File: src/rtl/sprite_pkg.sv
// Shared types and constants for the sprite compositor: RGB222 colour,
// background mode encodings and sprite reset placement.
package sprite_pkg;

  typedef struct packed {
    logic [1:0] r;
    logic [1:0] g;
    logic [1:0] b;
  } rgb222_t;

  localparam logic [3:0] BG_SOLID     = 4'd0;
  localparam logic [3:0] BG_HBARS     = 4'd1;
  localparam logic [3:0] BG_VBARS     = 4'd2;
  localparam logic [3:0] BG_SCROLL_XP = 4'd3;
  localparam logic [3:0] BG_SCROLL_XM = 4'd4;
  localparam logic [3:0] BG_SCROLL_YP = 4'd5;
  localparam logic [3:0] BG_SCROLL_YM = 4'd6;
  localparam logic [3:0] BG_DIAG_PP   = 4'd7;
  localparam logic [3:0] BG_DIAG_MP   = 4'd8;
  localparam logic [3:0] BG_DIAG_PM   = 4'd9;
  localparam logic [3:0] BG_DIAG_MM   = 4'd10;

  localparam int RST_X0 = 100;
  localparam int RST_Y0 = 80;

  // Sprites start on a diagonal staircase so none overlap out of reset.
  function automatic logic [9:0] rst_x(input int i, input int s);
    return 10'(RST_X0 + i * s);
  endfunction

  function automatic logic [9:0] rst_y(input int i, input int s);
    return 10'(RST_Y0 + i * (s / 2));
  endfunction

endpackage

File: src/rtl/sprite_mover.sv
// One bouncing sprite: position and direction per axis, stepping once on
// every enabled cycle and reversing when it reaches a screen edge.
module sprite_mover
  import sprite_pkg::*;
#(
  parameter int H_DISPLAY   = 640,
  parameter int V_DISPLAY   = 480,
  parameter int SPRITE_LOG2 = 5,
  parameter int SPEED       = 1,
  parameter int IDX         = 0
) (
  input  logic       clk,
  input  logic       rst,
  input  logic       en,
  output logic [9:0] x,
  output logic [9:0] y
);
  localparam int         S     = 1 << SPRITE_LOG2;
  localparam logic [9:0] X_MAX = 10'(H_DISPLAY - S);
  localparam logic [9:0] Y_MAX = 10'(V_DISPLAY - S);
  localparam logic [9:0] STEP  = 10'(SPEED);

  logic dx, dy;

  // Returns {dir, pos}; lands exactly on the edge and reverses instead of overshooting.
  function automatic logic [10:0] step(input logic [9:0] p, input logic d, input logic [9:0] lim);
    if (d)
      return ({1'b0, p} + {1'b0, STEP} >= {1'b0, lim}) ? {1'b0, lim} : {1'b1, p + STEP};
    return (p <= STEP) ? {1'b1, 10'd0} : {1'b0, p - STEP};
  endfunction

  always_ff @(posedge clk) begin
    if (rst) begin
      x  <= rst_x(IDX, S);
      y  <= rst_y(IDX, S);
      dx <= 1'b1;
      dy <= 1'(IDX % 2);
    end else if (en) begin
      {dx, x} <= step(x, dx, X_MAX);
      {dy, y} <= step(y, dy, Y_MAX);
    end
  end

endmodule

File: src/rtl/sprite_compositor.sv
// N bouncing sprites over a scrollable background, two-cycle registered RGB.
// Define SPRITE_TRANSPARENCY_EN to let TRANSPARENT_KEY texels show background.
module sprite_compositor
  import sprite_pkg::*;
#(
  parameter int         H_DISPLAY       = 640,
  parameter int         V_DISPLAY       = 480,
  parameter int         N_SPRITES       = 4,
  parameter int         SPRITE_LOG2     = 5,
  parameter int         SPEED           = 1,
  parameter logic [5:0] SOLID_COLOR     = 6'h3F,
  parameter logic [5:0] TRANSPARENT_KEY = 6'h00
) (
  input  logic                     clk,
  input  logic                     rst,
  input  logic [9:0]               hpos,
  input  logic [9:0]               vpos,
  input  logic                     visible,
  input  logic [7:0]               vga_control,
  output logic [2*SPRITE_LOG2-1:0] rom_addr,
  input  logic [5:0]               rom_data,
  output logic [1:0]               R,
  output logic [1:0]               G,
  output logic [1:0]               B
);
  logic [9:0] prev_vpos, scroll;
  logic [3:0] mode_q;
  logic       freeze_q, tick;

  // Frame boundary seen from the pixel clock domain: vpos wrapping back to 0.
  assign tick = (vpos == 10'd0) && (prev_vpos != 10'd0);

  always_ff @(posedge clk) begin
    if (rst) begin
      prev_vpos <= '0;
      scroll    <= '0;
      mode_q    <= BG_SOLID;
      freeze_q  <= 1'b0;
    end else begin
      prev_vpos <= vpos;
      if (tick) begin
        mode_q   <= vga_control[3:0];
        freeze_q <= vga_control[4];
        if (!freeze_q) scroll <= scroll + 10'd1;
      end
    end
  end

  logic [N_SPRITES-1:0][9:0] spr_x, spr_y, off_x, off_y;
  logic [N_SPRITES-1:0]      hit;

  for (genvar i = 0; i < N_SPRITES; i++) begin : g_spr
    sprite_mover #(
      .H_DISPLAY  (H_DISPLAY),
      .V_DISPLAY  (V_DISPLAY),
      .SPRITE_LOG2(SPRITE_LOG2),
      .SPEED      (SPEED),
      .IDX        (i)
    ) u_mover (
      .clk(clk),
      .rst(rst),
      .en (tick && !freeze_q),
      .x  (spr_x[i]),
      .y  (spr_y[i])
    );
    assign off_x[i] = hpos - spr_x[i];
    assign off_y[i] = vpos - spr_y[i];
    assign hit[i]   = (off_x[i][9:SPRITE_LOG2] == '0) && (off_y[i][9:SPRITE_LOG2] == '0);
  end

  // Scan from the top index down so the lowest-index hit is the last write.
  logic any_hit;
  always_comb begin
    any_hit  = 1'b0;
    rom_addr = '0;
    for (int i = N_SPRITES - 1; i >= 0; i--) begin
      if (hit[i]) begin
        any_hit  = 1'b1;
        rom_addr = {off_y[i][SPRITE_LOG2-1:0], off_x[i][SPRITE_LOG2-1:0]};
      end
    end
  end

  logic       x_neg, y_neg;
  logic [9:0] mx, my;
  rgb222_t    bg;

  always_comb begin
    x_neg = 1'b0;
    y_neg = 1'b0;
    case (mode_q)
      BG_SCROLL_XM, BG_DIAG_MP: x_neg = 1'b1;
      BG_SCROLL_YM, BG_DIAG_PM: y_neg = 1'b1;
      BG_DIAG_MM: begin
        x_neg = 1'b1;
        y_neg = 1'b1;
      end
      default: ;
    endcase
    mx = x_neg ? hpos - scroll : hpos + scroll;
    my = y_neg ? vpos - scroll : vpos + scroll;
  end

  always_comb begin
    bg = '0;
    case (mode_q)
      BG_SOLID:                   bg = SOLID_COLOR;
      BG_HBARS:                   bg = {hpos[5], vpos[1], hpos[6], vpos[1], hpos[7], vpos[1]};
      BG_VBARS:                   bg = {vpos[5], hpos[1], vpos[6], hpos[1], vpos[7], hpos[1]};
      BG_SCROLL_XP, BG_SCROLL_XM: bg = {mx[5], vpos[2], mx[6], vpos[2], mx[7], vpos[2]};
      BG_SCROLL_YP, BG_SCROLL_YM: bg = {my[5], vpos[2], my[6], vpos[2], my[7], vpos[2]};
      BG_DIAG_PP, BG_DIAG_MP,
      BG_DIAG_PM, BG_DIAG_MM:     bg = {my[5], mx[2], my[6], mx[2], my[7], mx[2]};
      default:                    bg = '0;
    endcase
  end

  logic    s1_hit, s1_vis;
  rgb222_t s1_bg, px;

  always_ff @(posedge clk) begin
    if (rst) begin
      s1_hit <= 1'b0;
      s1_vis <= 1'b0;
      s1_bg  <= '0;
    end else begin
      s1_hit <= any_hit;
      s1_vis <= visible;
      s1_bg  <= bg;
    end
  end

  // Single ROM port: a keyed texel exposes background, never a lower sprite.
  logic see_through;
`ifdef SPRITE_TRANSPARENCY_EN
  assign see_through = (rom_data == TRANSPARENT_KEY);
`else
  assign see_through = 1'b0;
`endif

  always_comb begin
    px = s1_bg;
    if (!s1_vis)                      px = '0;
    else if (s1_hit && !see_through)  px = rom_data;
  end

  always_ff @(posedge clk) begin
    if (rst) begin
      R <= '0;
      G <= '0;
      B <= '0;
    end else begin
      R <= px.r;
      G <= px.g;
      B <= px.b;
    end
  end

  logic unused_bits;
  assign unused_bits = ^{mx[9:8], mx[4:3], mx[1:0], my[9:8], my[4:0],
                         vga_control[7:5], TRANSPARENT_KEY};

endmodule

File: config.mk
export PLATFORM = sky130hd
export DESIGN_NAME = sprite_compositor
export DESIGN_NICKNAME = d
export VERILOG_FILES = /design/src/rtl/sprite_pkg.sv /design/src/rtl/sprite_mover.sv /design/src/rtl/sprite_compositor.sv
export SDC_FILE = /design/constraint.sdc
export NUM_CORES = 1
export LEC_CHECK = 0
export BUFFER_PORTS_ARGS = -buffer_cell sky130_fd_sc_hd__buf_2
export CORE_UTILIZATION = 58
export DETAILED_ROUTE_END_ITERATION = 6
export PLACE_DENSITY = 0.79
export SKIP_LAST_GASP = 1
export SLEW_MARGIN = 15
export SYNTH_ARGS = -nofsm -noshare
export SYNTH_HDL_FRONTEND = slang
export SYNTH_SLANG_ARGS = --single-unit
File: constraint.sdc
create_clock -name clk -period 4.3 [get_ports clk]
set_input_delay 0.86 -clock clk [delete_from_list [all_inputs] [get_ports clk]]
set_output_delay 0.86 -clock clk [all_outputs]
set_load 0.1 [all_outputs]
# After elaboration in Yosys (flattened, before gate mapping)
# Cells that the tools add are included.
# word_totals
reg_bits	127
in_bits	37
output_inout_bits	16
wordCells	188
# op_classes
addsub	37
magnitude_cmp	16
n_eq_ne	10
muxes	70
bitwise	2
reduce_logical	25
# op_table
operator	count
two-way mux 11 bit	32
adder 10 x 1 -> 10 bit (second input constant)	9
adder 10 x 1 -> 11 bit (second input constant)	8
<= comparator 10 x 1 -> 1 bit (second input constant)	8
subtractor 10 x 1 -> 10 bit (second input constant)	8
subtractor 10 bit	8
>= comparator 11 x 10 -> 1 bit (second input constant)	4
>= comparator 11 x 9 -> 1 bit (second input constant)	4
zero test 5 bit	8
two-way mux 10 bit	4
one-hot mux 6 bit (6 select lines)	1
two-way mux 1 bit	30
adder 8 bit	2
== test 4 x 3 -> 1 bit (second input constant)	4
two-way mux 8 bit	2
subtractor 8 bit	2
== test 4 bit (second input constant)	3
zero test 10 bit	1
nonzero test 10 bit	1
== test 4 x 2 -> 1 bit (second input constant)	2
logical AND 1 bit	6
two-way mux 6 bit	1
OR reduction 2 bit	3
OR reduction 3 bit	2
other kinds (6)	7

# Logic depth before layout (Yosys ltp)
# depth
word_depth	7
depth_mapped	15
depth_no_buf	14

# Hierarchy
# Synthesis repeated with hierarchy kept, for this count alone.
# unflattened
hier_cells	1898
area_unflattened_um2	14059.7
# modules_own_cells
module	n_inst	cells_per_inst	area_per_inst_um2	seq_area_each_um2
sprite_compositor	1	792	6009.5	700.7
sprite_mover at g_spr[0].u_mover	1	279	2088.3	440.4
sprite_mover at g_spr[3].u_mover	1	275	2052.0	440.4
sprite_mover at g_spr[2].u_mover	1	275	1970.6	440.4
sprite_mover at g_spr[1].u_mover	1	277	1939.4	440.4

# Worst setup path before layout
# Ideal clock, no wire load.
# synth_path
path_type	input to output
start	in hpos[0]
end	out rom_addr[4]
t_arrival_ns	5.270
required_time_ns	3.440
path_slack_ns	-1.830
path_stages	12
n_path_buf	1
cell_sequence	inv_1 -> ha_1 -> fa_1 -> nand2b_1 -> a21oi_1 -> o31ai_1 -> a21oi_1 -> xor2_1 -> nor3_1 -> nand4b_2 -> clkbuf_1 -> o32ai_1
# synth_between
elab_chain_cells	7
word_cells_on_any_way	16
cone_classes	add/sub: 4; mux: 4; reduce/logical: 8
# synth_rtl
item	line_no	source
start: declaration	sprite_compositor.sv:16	input logic [9:0] hpos,
subtractor 10 bit	sprite_compositor.sv:66	assign off_x[i] = hpos - spr_x[i];
zero test 5 bit	sprite_compositor.sv:68	assign hit[i] = (off_x[i][9:SPRITE_LOG2] == '0) && (off_y[i][9:SPRITE_LOG2] == '0);
logical AND 1 bit	sprite_compositor.sv:68	
two-way mux 10 bit (3 in a row)	sprite_compositor.sv:77	if (hit[i]) begin
two-way mux 10 bit *	sprite_compositor.sv:77	
end: declaration	sprite_compositor.sv:20	output logic [2*SPRITE_LOG2-1:0] rom_addr,
# Every way passes the cells marked *; elsewhere a longest branch is shown, timed or not.

# Worst setup path after layout
# layout_path
start	in hpos[0]
end	out rom_addr[8]
# The elaborated chain is that of the path after synthesis.

==> impl_metrics.yaml <==
finish:
  finalNetCount: 2036
  antennaDiodeCount: 0
  multi_input_area_sq_mm: 0.009712
  fraction_of_layout_instances_using_a_drive_strength_above_1_pct: 19.43
  layout.cell_area.non_filler_sq_mm: 0.01546
  layout.filler_cells: 1559
  area.sequential_sq_mm: 0.002469
  area_delta_synth_final_pct: 22.66
timing:
  hold_violation_total_from_the_final_report: 0
  rsz_0062_raised_after_global_routing: "yes"
  relative_max_transition_margin_pct: 41.93
  part_of_the_cycle_the_worst_path_needs_pct: 108.4
  max_clock_freq_mhz: 214.6
  worst_clock_skew_ns: 0.01573
  period_minus_slack_ns: 4.660
  fin_setup_tns_ns: -3.320
  worst-slew-pin-transition_ns: 0.8672
  report.final.setup_viol: 10
  slew_violations: 0
  final_ws_setup_ns: -0.3599
critical_path:
  cp_top_family: "simple AND/OR/NAND/NOR gates"
  start_kind: "input port"
  critPathRequiredTime_ns: 3.44
  crit_arrival_ns: 3.80
  critical_path.max_fanout: 6
  timing.critical_path.mode_cell: "sky130_fd_sc_hd__buf_12"
  crit_path_top_delay_cell: "sky130_fd_sc_hd__nor4_4"
  slowest_delay_ns: 0.46
  crit_path_cell_trace: "buf_12 > clkinv_8 > buf_4 > ha_4 > fa_2 > nor2b_2 > o2111ai_1 > nand3b_1 > xnor2_1 > o2111ai_2 > nor4_4 > buf_12 > nand4b_1 > a21boi_1 > o22a_2 > buf_12"
  critPathKind: "in -> out"
  worstSetupEndpointType: "output pin"
  combined_buffer_and_inverter_count_along_the_critical_path: 5
yosys:
  synth.yosys.warnings: 0
  postSynthAreaPerCell_sq_um: 7.269
  netlist_area_sq_mm: 0.01260
  synthAdderAreaFrac_pct: 12.19
  dominant_combinational_cell_family_by_area_after_synthesis: "compound AO/OA/AOI/OAI gates"
  synth_xor_xnor_area_share_pct: 6.671
  synth_top_area_share_pct: 19.54
  synthMostInstantiatedCell: "sky130_fd_sc_hd__nor2_1"
  synth_enable_flop_cells: 0
  multiplexer_area_fraction_after_synthesis_pct: 2.333
  synth_simple_gate_area_share_pct: 23.74
  post_synth_main_area_contributors: "sky130_fd_sc_hd__dfxtp_1 20%, sky130_fd_sc_hd__ha_1 11%, sky130_fd_sc_hd__a21oi_1 5.6%"
  synthDistinctLibCells: 89
  synth.cells.most_frequent: "170 x sky130_fd_sc_hd__nor2_1, 142 x sky130_fd_sc_hd__a21oi_1, 126 x sky130_fd_sc_hd__nand2_1"
  gate_count_post_synth: 1734
  synth_compound_area_share_pct: 28.65
  cell_type_with_the_highest_aggregate_area_in_the_netlist: "sky130_fd_sc_hd__dfxtp_1"
  postSynthNetCount: 1889
  synth-main-ff-cell: "sky130_fd_sc_hd__dfxtp_1"
  postSynth.asyncResetShare_pct: 0
  synth_seq_area_share_pct: 19.54
  yosys_register_bits: 123
global_routing:
  number_of_global_route_vias_before_repair: 13150
  grt_pass1_wl_mm: 62.85
  antenna_found_initial: 0
  maximum_number_of_pins_on_one_net_before_global_route_repair: 72
  grt_remaining_overflow: 0
  gr-usage-all-layers_pct: 34.79
route:
  route.detailed.drc: 0
  route.final.wire_length_mm: 40.31
  firstDrtPassIters: 7
  met3RoutedLength_mm: 3.212
  post_drt_via_cell_ratio: 6.526
  postRouteAntennaNets: 0
  routedLengthMet1_mm: 16.49
  top_layer: "met4"
  wl_per_cell_um: 18.58
  detail_route.iter0.violations: 1395
  route.vias.total: 14150
  dr_wl_met2_mm: 18.91
power_and_ir_drop:
  share_clk_of_total_power_pct: 45.0
  power.leakage_uw: 0.006065
  power_switching_share_pct: 30.74
  peakVddDrop_mv: 0.2077
  powerDensity_mw_per_mm2: 209.4
  power.switching_uw: 995.4
  power.sequential.fraction_pct: 35.9
  power.combinational.fraction_pct: 19.1
  internal_power_uw: 2242
die:
  placementRows: 53
  die_area_sq_mm: 0.02232
  initial_utilization_pct: 59.58
  die-width_um: 149.4
  core_area_sq_mm: 0.02115
  floorplan.die.height_um: 149.4
  ioPinCount: 53
clocking:
  hold_buffers: 0
  cts_root_buffer: "sky130_fd_sc_hd__clkbuf_16"
  clock_sinks: 123
  worst_skew_pair.late_latency_ns: 0.44
  worst_setup_hold_path_clk_slew_ns: 0.06
  tritoncts: "done"
  cts-buffers-inserted: 17
  cts-root-to-sink-buffers: 2
  clock_tree.htree_level_count: 4
place:
  place.port_buffers: 49
  dp.final_hpwl_mm: 28.03
  cell_area_after_placement_sq_mm: 0.01432
  routabilityCongestion: 0.9259
status:
  run_status: "complete, but fails checks"
  failing_checks: "setup timing"
worst_hold_path:
  holdCritPathClass: "reg -> reg"
flow_run:
  maxCapViolCount: 0
## final cells by class
cell class,count,share of cell area (%)
clock buffer,17,2.751
tap,275,2.225
inverter,120,3.059
timing repair buffer,225,12.20
multi-input combinational,1394,62.81
clock inverter,15,0.9873
sequential,123,15.97
## sequential cells by signal, indices dropped and copies added, names as in the netlist
name / flops
B: 2
G: 2
R: 2
freeze_q: 1
g_spr.u_mover.dx: 4
g_spr.u_mover.dy: 4
g_spr.u_mover.x: 40
g_spr.u_mover.y: 40
mode_q: 4
prev_vpos: 10
s1_bg: 4
s1_hit: 1
s1_vis: 1
scroll: 8
## power by group through the flow
stage               Combinational [uW]  Sequential [uW]  Clock (uW)
floorplan                          328             1190           0
global placement                   536             1190           0
detailed placement                 550             1190           0
CTS                                568             1160        1460
global route                       663             1160        1500
finish                             619             1160        1460
## metrics by stage
step	total power, uW	instances	utilization [%]	hold WS (ns)	worst slack [ns]
floorplan	1520	1734	-	0.4365	-0.1332
global placement	1723	2117	67.68	0.4455	-0.3230
detailed placement	1739	2117	67.68	0.4541	-0.4103
CTS	3190	2153	70.90	0.4683	-0.3518
global route	3331	2169	73.09	0.4882	-0.4431
finish	3238	2169	73.09	0.4659	-0.3599
## worst min-delay path: stages, from the launching register on
cell and delay (ns):
sky130_fd_sc_hd__dfxtp_1 0.31, sky130_fd_sc_hd__mux2i_1 0.06, sky130_fd_sc_hd__nor2_1 0.07
## cell families (layout without fill, tap and decap cells)
group,Yosys count,count (layout)
xor gates and xnor gates,96,96
and+or+nand+nor,607,607
DFF,123,123
muxes,29,29
buffers and inverters,217,377
adders and majority gates,118,118
AOI/OAI and AO/OA,544,544
## cell usage in the layout (no fill, tap or decap), types with 17 or more instances in the layout
cell type,count
sky130_fd_sc_hd__xor2_1,29
sky130_fd_sc_hd__nor2_1,170
sky130_fd_sc_hd__clkbuf_16,19
sky130_fd_sc_hd__a211oi_1,29
sky130_fd_sc_hd__o211ai_1,18
sky130_fd_sc_hd__a31oi_1,22
sky130_fd_sc_hd__buf_2,34
sky130_fd_sc_hd__o21ai_0,109
sky130_fd_sc_hd__buf_4,165
sky130_fd_sc_hd__nand3_1,59
sky130_fd_sc_hd__buf_12,17
sky130_fd_sc_hd__dfxtp_1,118
sky130_fd_sc_hd__nand4_1,17
sky130_fd_sc_hd__nand2_1,125
sky130_fd_sc_hd__mux2i_1,26
sky130_fd_sc_hd__ha_1,98
sky130_fd_sc_hd__xnor2_1,65
sky130_fd_sc_hd__nor4_1,26
sky130_fd_sc_hd__inv_1,110
sky130_fd_sc_hd__nor3_1,70
sky130_fd_sc_hd__o21a_1,18
sky130_fd_sc_hd__a21o_1,20
sky130_fd_sc_hd__a22oi_1,19
sky130_fd_sc_hd__nor2b_1,31
sky130_fd_sc_hd__a21oi_1,133
sky130_fd_sc_hd__and3_1,18
## metal layers
layer	up-vias	track usage [%]
met5	-	0
met2	717	58.59
met4	0	15.82
li1	6655	-
met1	6640	43.79
met3	142	4.878
## repair_timing
| action | CTS | global route |
|---|---|---|
| endpoints found under the setup margin | 10 | 10 |
| gates cloned | 1 | 2 |
| gates resized for setup | 18 | 71 |
| buffers inserted | 3 | 14 |
| pin swaps | 4 | 15 |
## worst paths after layout
kind | start | to | slack (ns) | depth (start not counted)
setup / recovery | hpos[0] | rom_addr[8] | -0.36 | 16
hold reg to reg | s1_bg[5]$_SDFF_PP0_ | R[1]$_SDFF_PP0_ | 0.47 | 2
hold / removal | s1_bg[5]$_SDFF_PP0_ | R[1]$_SDFF_PP0_ | 0.47 | 2
setup reg to reg | mode_q[1]$_SDFFE_PP0P_ | s1_bg[1]$_SDFF_PP0_ | 0.93 | 13
Power figures use the tool's default switching activity.
